--- config.mk ---
export PLATFORM = sky130hd
export DESIGN_NAME = hi_lo_muldiv
export DESIGN_NICKNAME = d
export VERILOG_FILES = /design/src/rtl/hi_lo_muldiv.sv
export SDC_FILE = /design/constraint.sdc
export NUM_CORES = 1
export LEC_CHECK = 0
export CAP_MARGIN = 10
export CORE_MARGIN = 5
export CORE_UTILIZATION = 60
export DETAILED_ROUTE_END_ITERATION = 10
export PLACE_DENSITY = 0.9
export SLEW_MARGIN = 10
export SYNTH_ARGS = -nofsm -noshare
export SYNTH_HDL_FRONTEND = slang
export SYNTH_SLANG_ARGS = --single-unit
--- constraint.sdc ---
create_clock -name clk -period 6.1 [get_ports clk]
set_input_delay 0.915 -clock clk [delete_from_list [all_inputs] [get_ports clk]]
set_output_delay 0.915 -clock clk [all_outputs]
set_load 0.1 [all_outputs]
--- src/rtl/hi_lo_muldiv.sv ---
// -----------------------------------------------------------------------------
// hi_lo_muldiv
//   HI/LO register pair with an iterative multiply/divide unit for the MIPS core.
//   MULT/MULTU use shift-add and DIV/DIVU use restoring division. Both work on
//   operand magnitudes, and the result signs are fixed up on commit. A normal
//   operation takes WIDTH iteration cycles after the start edge.
//
//   Optional feature macro: HILO_FAST_MULT_EN
//     defined   -> MULT/MULTU commit one cycle after start (busy high 1 cycle)
//     undefined -> all four operations take WIDTH iteration cycles
//
// Ports
//   clk       rising-edge clock
//   reset_n   asynchronous active-low reset (abandons any operation in flight)
//   start     issue op; sampled only while busy=0
//   op        00 MULT, 01 MULTU, 10 DIV, 11 DIVU
//   a, b      rs / rt operands, latched on the start edge
//   H_LWrite  MTHI/MTLO write enable (ignored while busy or when start is high)
//   H_LReg    1 selects HI, 0 selects LO for both write and read
//   wdata     MTHI/MTLO data
//   rdata     H_LReg ? HI : LO, combinational from the registers
//   busy      operation in progress
//   done      one-cycle pulse: HI/LO were just updated by a mul/div
// -----------------------------------------------------------------------------
module hi_lo_muldiv #(
  parameter int WIDTH = 32
) (
  input  logic             clk,
  input  logic             reset_n,
  input  logic             start,
  input  logic [1:0]       op,
  input  logic [WIDTH-1:0] a,
  input  logic [WIDTH-1:0] b,
  input  logic             H_LWrite,
  input  logic             H_LReg,
  input  logic [WIDTH-1:0] wdata,
  output logic [WIDTH-1:0] rdata,
  output logic             busy,
  output logic             done
);

  localparam int CW = $clog2(WIDTH + 1);
  localparam logic [CW-1:0] LAST_ITER = CW'(WIDTH - 1);

  localparam logic [0:0] ST_IDLE = 1'b0;
  localparam logic [0:0] ST_RUN  = 1'b1;

  // Architectural and control state
  logic [0:0]       state_q,   state_d;
  logic [CW-1:0]    cnt_q,     cnt_d;
  logic [WIDTH-1:0] hi_q,      hi_d;
  logic [WIDTH-1:0] lo_q,      lo_d;
  logic             done_q,    done_d;

  // Latched operation descriptor
  logic             is_div_q,  is_div_d;
  logic             neg_q,     neg_d;      // negate product / quotient on commit
  logic             rem_neg_q, rem_neg_d;  // remainder takes the dividend's sign
  logic             dz_q,      dz_d;       // divide by zero

  // Working datapath: opnd is the multiplicand or divisor magnitude.
  // acc_hi is the partial product high half or the partial remainder.
  // acc_lo holds the multiplier bits or the dividend bits, which are gradually
  // replaced by product or quotient bits.
  logic [WIDTH-1:0] opnd_q,    opnd_d;
  logic [WIDTH-1:0] acc_hi_q,  acc_hi_d;
  logic [WIDTH-1:0] acc_lo_q,  acc_lo_d;

  // Start-edge operand conditioning
  logic             op_signed;
  logic             a_neg, b_neg;
  logic [WIDTH-1:0] mag_a, mag_b;

  // One iteration step
  logic [WIDTH:0]   mul_sum;
  logic [WIDTH:0]   div_shift;
  logic [WIDTH:0]   div_diff;
  logic [WIDTH-1:0] acc_hi_nx, acc_lo_nx;

  // Commit values
  logic [2*WIDTH-1:0] mul_prod, mul_res;
  logic [WIDTH-1:0]   quo_res, rem_res;
  logic               last_iter;

  always_comb begin
    op_signed = ~op[0];
    a_neg     = op_signed & a[WIDTH-1];
    b_neg     = op_signed & b[WIDTH-1];
    mag_a     = a_neg ? -a : a;
    mag_b     = b_neg ? -b : b;
  end

  // NOTE: every signal assigned in an always_comb gets a default at the top.
  // Otherwise a path that leaves a signal unassigned would infer a latch.
  always_comb begin
    acc_hi_nx = acc_hi_q;
    acc_lo_nx = acc_lo_q;

    mul_sum   = {1'b0, acc_hi_q} + (acc_lo_q[0] ? {1'b0, opnd_q} : '0);
    div_shift = {acc_hi_q, acc_lo_q[WIDTH-1]};
    // Bit WIDTH of the difference is the borrow. It is set when the shifted
    // remainder is smaller than the divisor.
    div_diff  = div_shift - {1'b0, opnd_q};

    if (is_div_q) begin
      if (!div_diff[WIDTH]) begin
        acc_hi_nx = div_diff[WIDTH-1:0];
        acc_lo_nx = {acc_lo_q[WIDTH-2:0], 1'b1};
      end else begin
        acc_hi_nx = div_shift[WIDTH-1:0];
        acc_lo_nx = {acc_lo_q[WIDTH-2:0], 1'b0};
      end
    end else begin
      acc_hi_nx = mul_sum[WIDTH:1];
      acc_lo_nx = {mul_sum[0], acc_lo_q[WIDTH-1:1]};
    end
  end

`ifdef HILO_FAST_MULT_EN
  // Multiplies finish on their first iteration edge using a full-width product.
  assign mul_prod  = {{WIDTH{1'b0}}, opnd_q} * {{WIDTH{1'b0}}, acc_lo_q};
  assign last_iter = (cnt_q == LAST_ITER) || !is_div_q;
`else
  assign mul_prod  = {acc_hi_nx, acc_lo_nx};
  assign last_iter = (cnt_q == LAST_ITER);
`endif

  always_comb begin
    mul_res = neg_q ? -mul_prod : mul_prod;
    // A zero divisor naturally leaves the dividend magnitude as the remainder,
    // so re-applying the dividend's sign restores a. Only LO needs forcing.
    quo_res = dz_q ? '1 : (neg_q ? -acc_lo_nx : acc_lo_nx);
    rem_res = rem_neg_q ? -acc_hi_nx : acc_hi_nx;
  end

  always_comb begin
    state_d   = state_q;
    cnt_d     = cnt_q;
    hi_d      = hi_q;
    lo_d      = lo_q;
    done_d    = 1'b0;
    is_div_d  = is_div_q;
    neg_d     = neg_q;
    rem_neg_d = rem_neg_q;
    dz_d      = dz_q;
    opnd_d    = opnd_q;
    acc_hi_d  = acc_hi_q;
    acc_lo_d  = acc_lo_q;

    case (state_q)
      ST_IDLE: begin
        if (start) begin
          // If start and H_LWrite arrive in the same cycle, start wins and
          // the MTHI/MTLO write is dropped.
          state_d   = ST_RUN;
          cnt_d     = '0;
          is_div_d  = op[1];
          neg_d     = a_neg ^ b_neg;
          rem_neg_d = a_neg;
          dz_d      = op[1] && (b == '0);
          acc_hi_d  = '0;
          if (op[1]) begin
            opnd_d   = mag_b;
            acc_lo_d = mag_a;
          end else begin
            opnd_d   = mag_a;
            acc_lo_d = mag_b;
          end
        end else if (H_LWrite) begin
          if (H_LReg) hi_d = wdata;
          else        lo_d = wdata;
        end
      end
      default: begin
        acc_hi_d = acc_hi_nx;
        acc_lo_d = acc_lo_nx;
        cnt_d    = cnt_q + CW'(1);
        if (last_iter) begin
          state_d = ST_IDLE;
          done_d  = 1'b1;
          if (is_div_q) begin
            hi_d = rem_res;
            lo_d = quo_res;
          end else begin
            {hi_d, lo_d} = mul_res;
          end
        end
      end
    endcase
  end

  // NOTE: sequential state is updated with non-blocking assignments only.
  // Every flop updates from pre-edge values, so the result does not depend on
  // the order in which always blocks are evaluated.
  always_ff @(posedge clk or negedge reset_n) begin
    if (!reset_n) begin
      state_q   <= ST_IDLE;
      cnt_q     <= '0;
      hi_q      <= '0;
      lo_q      <= '0;
      done_q    <= 1'b0;
      is_div_q  <= 1'b0;
      neg_q     <= 1'b0;
      rem_neg_q <= 1'b0;
      dz_q      <= 1'b0;
      opnd_q    <= '0;
      acc_hi_q  <= '0;
      acc_lo_q  <= '0;
    end else begin
      state_q   <= state_d;
      cnt_q     <= cnt_d;
      hi_q      <= hi_d;
      lo_q      <= lo_d;
      done_q    <= done_d;
      is_div_q  <= is_div_d;
      neg_q     <= neg_d;
      rem_neg_q <= rem_neg_d;
      dz_q      <= dz_d;
      opnd_q    <= opnd_d;
      acc_hi_q  <= acc_hi_d;
      acc_lo_q  <= acc_lo_d;
    end
  end

  assign rdata = H_LReg ? hi_q : lo_q;
  assign busy  = (state_q == ST_RUN);
  assign done  = done_q;

endmodule

==> results of run 1 <==
metal layers:
| layer | part of all wire (%) | vias to the layer above | routed length (um) |
|---|---|---|---|
| li1 | - | 8236 | - |
| met1 | 36 | 8761 | 24100 |
| met2 | 44 | 1323 | 29600 |
| met3 | 11 | 335 | 7420 |
| met4 | 8.6 | 0 | 5710 |
| met5 | 0 | - | 0 |
registers in the layout (all words and copies together) (netlist names):
signal / count
acc_hi_q: 32
acc_lo_q: 32
busy: 1
cnt_q: 6
done: 1
dz_q: 1
hi_q: 32
is_div_q: 1
lo_q: 32
neg_q: 1
opnd_q: 32
rem_neg_q: 1
layout by cell type (no fill, tap or decap), types with 7 or more instances in the layout:
cell and n:
xor2_1 74, nand2b_1 15, and2_1 47, o21ai_0 178, dfrtp_1 170, o2111ai_1 8
o211ai_1 32, or2_2 11, nor4_1 15, mux2_2 42, xnor2_1 74, nand4_1 30
a31o_2 10, a211o_1 7, clkbuf_16 17, o221ai_1 19, or4_1 12, a211oi_1 59
inv_1 67, nand3_1 26, a31oi_1 51, o31ai_1 26, o41ai_1 7, nor2_1 180
buf_4 55, a21o_1 31, a21oi_1 195, o22ai_1 13, or3_1 16, a41oi_1 9
ha_1 69, a2111oi_0 10, o21a_1 13, nand2_1 289, nor3_1 49, mux2i_1 53
nor2b_1 27, and3_1 29, clkdlybuf4s50_1 133, nor3b_1 10
critical path: stages, from the launching register on:
cell	delay (ps)
dfrtp_1	450
inv_1	80
ha_1	160
inv_1	60
fa_1	430
a211oi_1	390
o21a_1	280
a2111o_1	330
a21boi_4	160
nor3_2	370
nor3_1	160
a21o_1	240
inv_1	70
ha_1	180
o21ai_0	150
or4_1	480
or2_2	410
or3_1	360
nand2_1	270
o21ai_0	180
xor2_1	180
nand2_1	90
o21ai_0	80
o21ai_0	200
what timing repair did:
item / CTS / global route
endpoints found under the setup margin: 0 / 6
hold buffers: 0 / 0
resized for setup: 0 / 3
worst max path at each step:
stage          slack [ps]  cells after the start        to    startpoint
6_report              260                     23   hi_q[2]  acc_lo_q[31]
5_1_grt                60                     23   hi_q[2]  acc_lo_q[31]
4_1_cts               280                     21  hi_q[30]  acc_lo_q[31]
3_5_place_dp          460                     20  hi_q[20]  acc_lo_q[31]
3_3_place_gp          580                     21  hi_q[14]  acc_lo_q[31]
2_1_floorplan         900                     24  hi_q[20]  acc_lo_q[31]
cells by family (layout without fill, tap and decap cells):
group	Yosys count	after routing	synth area share, %
XOR/XNOR	148	148	7.74
AND/OR/NAND/NOR	782	782	22.2
AO/OA/AOI/OAI	731	731	28.0
buffers and inverters	214	295	4.97
multiplexers	95	95	5.99
adder cells (fa/ha/maj)	71	71	5.40
flip-flops	172	172	25.7
layout make-up:
type	count	share of cell area, %
inverter	71	1.40
timing repair buffer	192	9.36
sequential	172	22.6
tap	378	2.48
multi-input combinational	1827	61.0
clock inverter	13	0.774
clock buffer	19	2.38
through the flow:
stage	util (%)	area, sq um
after floorplan	-	16700
after global placement	66.8	18500
after detailed placement	66.8	18500
after CTS	69.0	19100
after global routing	69.0	19100
final	69.0	19100
==> impl_metrics.py, run 1 <==
metrics = {
    "clocking": {
        "cts_buffers": 17,
        "cts_setup_buffers": 0,
        "cts-root-buf": "clkbuf_16",
        "h-tree-depth": 4,
        "cts_tree": "done",
        "clock_path_buffers": 2,
        "insertion_delay_ps": 450,
        "cts.sinks": 172,
        "path_clk_slew_ps": 80,
    },
    "drt": {
        "drtIter0Drc": 2599,
        "drt_pre_antenna_iters": 10,
        "ant_nets": 0,
        "wl_per_cell_um": 25.0,
        "vias_per_cell": 6.98,
        "drc_errors": 0,
        "wirelength_mm": 66.8,
        "vias": 18655,
    },
    "setup_path": {
        "critPathRequiredTime_ps": 6450,
        "cp_max_fo": 10,
        "rrSetupSlack_ps": 260,
        "worst_r2r_path_depth": 23,
        "worstPathArrival_ps": 6190,
        "r2r-start": "acc_lo_q[31]",
        "rr_endpoint": "hi_q[2]",
        "crit_path_end_kind": "flop",
        "worstSetupPathType": "reg2reg",
        "start_kind": "flop",
    },
    "synth": {
        "synth_area_leaders": "dfrtp_1, nand2_1, a21oi_1",
        "yosysSeqAreaShare_pct": 25.7,
        "synth_area_per_cell_sq_um": 7.56,
        "ys_top_cells_by_count": "nand2_1, a21oi_1, nor2_1",
        "ys_seq_elements": 172,
        "syn_area_sq_mm": 0.0167,
        "syn_inst": 2213,
        "synth_warnings": 0,
        "synth_nets": 2387,
        "synth_edf_count": 0,
        "async_flop_share_pct": 100,
        "synth.top_cell.area_share_pct": 25.7,
        "ys.flop_type": "dfrtp_1",
        "ys_types": 83,
        "synth.largest_area_cell": "dfrtp_1",
        "synth_most_common_cell": "nand2_1",
    },
    "run": {
        "drv_cap": 0,
    },
    "global_routing": {
        "top_usage_layer": "met2",
        "grt_use_met1_pct": 51.8,
        "grt_pass1_vias": 17636,
        "grt_max_degree": 110,
        "antenna_found_initial": 0,
        "grt_pass1_wl_mm": 101,
        "overflow": 0,
        "use_met2_pct": 65.4,
        "grtUsageTotal_pct": 41.7,
        "grtUsageMet3_pct": 8.57,
    },
    "timing": {
        "slew_headroom_pct": 15.6,
        "grt_setup_unrepaired": "no",
        "fin_skew_ps": 11.6,
        "holdWs_ps": 422,
        "fin_crit_ps": 5840,
        "finalCritPeriodShare_pct": 95.8,
        "fmaxAchievable_ghz": 0.171,
        "setup_ws_ps": 259,
        "fin_setup_tns_ps": 0,
        "setup_viol": 0,
        "drv_slew": 0,
        "worstMarginPinSlew_ps": 1260,
        "hold_viol_final": 0,
    },
    "placed_design": {
        "dp_cells": 2640,
        "hpwl_mm": 50.7,
        "numPortBuffers": 136,
        "place_ws_ps": 458,
        "gp_congestion": 1.05,
    },
    "floorplanning": {
        "coreArea_sq_mm": 0.0276,
        "start_util_pct": 60.6,
        "rows": 61,
        "dieArea_sq_mm": 0.0313,
        "io_pins": 137,
        "die_h_um": 177,
        "die_w_um": 177,
    },
    "min_path": {
        "min_path_type": "in2async",
    },
    "cells_and_area": {
        "antennaDiodeCount": 0,
        "n_fill_cell": 2302,
        "syn2layout_area_growth_pct": 13.9,
        "register_area_sq_mm": 0.00431,
        "multi_input_area_sq_mm": 0.0116,
        "nets": 2455,
        "final_layout_size_suffix_gt1_share_pct": 7.89,
        "final_cells": 2672,
    },
    "status": {
        "status": "completed",
    },
}
Power of run 1 is not shown: default switching activity piles up to over one toggle a cycle in this logic, so the estimate is an artifact.
==> run 2, diff against run 1 <==
Settings changed: CORE_ASPECT_RATIO set to 1.2, GPL_TIMING_DRIVEN set to 1.
==> run 2 against run 1 <==
  * Register-to-register slack better by 80 ps
  * Die area about the same
  * Global-route usage grew 0.13 points
  * Critical path depth is 1 lower
  * Wire length hardly changed
  * Via count down 1.8%
  * Sequential cell count unchanged
  * Clock skew is 3.4 ps higher
  * Cell count unchanged
  * First-iteration DRC count is 19% lower
  * Final area hardly changed
  * Maximum frequency grew 1.4%
  * Critical path type unchanged
  * Largest cell class unchanged
==> impl_metrics.py, run 2 (synthesized netlist as in run 1, its figures left out) <==
metrics = {
    "placed_design": {
        "numPortBuffers": 136,
        "gp_congestion": 1.08,
        "dp_cells": 2640,
        "place_ws_ps": 484,
        "hpwl_mm": 51.0,
    },
    "timing": {
        "fmaxAchievable_ghz": 0.174,
        "fin_crit_ps": 5760,
        "slew_headroom_pct": 18.9,
        "worstMarginPinSlew_ps": 1210,
        "drv_slew": 0,
        "setup_viol": 0,
        "hold_viol_final": 0,
        "grt_setup_unrepaired": "no",
        "finalCritPeriodShare_pct": 94.4,
        "setup_ws_ps": 340,
        "fin_setup_tns_ps": 0,
        "fin_skew_ps": 15.1,
    },
    "drt": {
        "wl_per_cell_um": 25.0,
        "drc_errors": 0,
        "vias_per_cell": 6.86,
        "drt_pre_antenna_iters": 6,
        "ant_nets": 0,
        "vias": 18327,
        "drtIter0Drc": 2102,
        "wirelength_mm": 66.7,
    },
    "floorplanning": {
        "start_util_pct": 60.3,
        "coreArea_sq_mm": 0.0277,
        "io_pins": 137,
        "die_w_um": 162,
        "die_h_um": 193,
        "rows": 67,
        "dieArea_sq_mm": 0.0314,
    },
    "clocking": {
        "h-tree-depth": 4,
        "cts_tree": "done",
        "cts.sinks": 172,
        "clock_path_buffers": 2,
        "insertion_delay_ps": 450,
        "cts-root-buf": "clkbuf_16",
        "cts_buffers": 17,
        "path_clk_slew_ps": 80,
        "cts_setup_buffers": 0,
    },
    "global_routing": {
        "overflow": 0,
        "grtUsageTotal_pct": 41.9,
        "grt_max_degree": 90,
        "grt_pass1_vias": 17792,
        "antenna_found_initial": 0,
        "grt_pass1_wl_mm": 101,
    },
    "cells_and_area": {
        "n_fill_cell": 2296,
        "nets": 2454,
        "syn2layout_area_growth_pct": 14.0,
        "final_layout_size_suffix_gt1_share_pct": 7.76,
        "most-common-layout-cells": "nand2_1, a21oi_1, nor2_1",
        "final_cells": 2672,
        "layout_commonest_cell": "nand2_1",
        "antennaDiodeCount": 0,
    },
    "setup_path": {
        "worstPathArrival_ps": 6080,
        "start_kind": "flop",
        "critPathRequiredTime_ps": 6420,
        "crit_path_end_kind": "flop",
        "worst_r2r_path_depth": 22,
        "worstSetupPathType": "reg2reg",
        "cp_max_fo": 10,
    },
    "run": {
        "drv_cap": 0,
    },
    "status": {
        "status": "completed",
    },
    "min_path": {
        "min_path_type": "in2async",
    },
}
==> run 2: cell types whose count changed in the layout (fill, tap and decap cells not counted) <==
cell,previous run,this run
o41ai_1,7,8
nor3_4,0,1
nor3_2,5,4
buf_12,1,0
bufinv_16,1,0
inv_12,0,2
o41ai_2,1,0
a21bo_1,0,1
clkinvlp_4,2,0
clkbuf_8,2,0
a21bo_2,1,0
inv_6,5,2
clkinv_8,1,7
==> run 2: through the flow <==
step	utilization [%]	hold WS (ps)	area, sq um
finish	68.8	460	19100
global route	68.8	498	19100
CTS	68.7	484	19100
detailed placement	66.4	467	18400
global placement	66.4	458	18400
floorplan	-	444	16700
==> run 2: path summary, 6_finish.rpt <==
kind / to / from / slack (ps)
max in group asynchronous: busy / reset_n / 4360
worst min register to register: hi_q[1] / hi_q[1] / 490
worst min-delay path: hi_q[27] / reset_n / 460
min in group clk: hi_q[1] / hi_q[1] / 490
worst max register to register: hi_q[26] / acc_lo_q[31] / 340
worst max-delay path: hi_q[26] / acc_lo_q[31] / 340
==> run 2: what timing repair did <==
| action | in CTS | in global routing |
|---|---|---|
| hold buffers | 0 | 0 |
| endpoints found under the setup margin | 0 | 8 |
| resized for setup | 0 | 2 |
==> run 2: layout make-up <==
type                            count  area, sq um  area share [%]
Multi-Input combinational cell   1827        11600            60.9
Clock buffer                       17          425            2.23
Tap cell                          379          474            2.49
Inverter                           71          267            1.40
Timing Repair Buffer              191         1770            9.25
Sequential cell                   172         4310            22.6
Clock inverter                     15          206            1.08
==> run 2: worst max-delay path, cell delays in order (launching register included) <==
cell	delay, ps
dfrtp_1	460
inv_1	90
ha_1	150
inv_1	60
fa_1	440
a211oi_1	320
o21a_1	270
a2111o_1	330
a21boi_4	160
nor3_4	370
nor3_1	180
a21o_1	230
inv_1	60
ha_1	190
o21ai_0	150
or4_1	480
or2_2	410
nor3_2	280
nor2_1	170
nor2_1	270
a31oi_1	170
xnor2_1	220
o221ai_1	150
==> run 2: per-layer routing <==
metal	part of all wire, %	global-route usage (%)	vias to the layer above
li1	-	-	8242
met1	35	49.0	8496
met2	45	67.4	1239
met3	9.6	7.93	350
met4	9.9	33.4	0
met5	0	0	-
Power of run 2 is left out for the same reason.
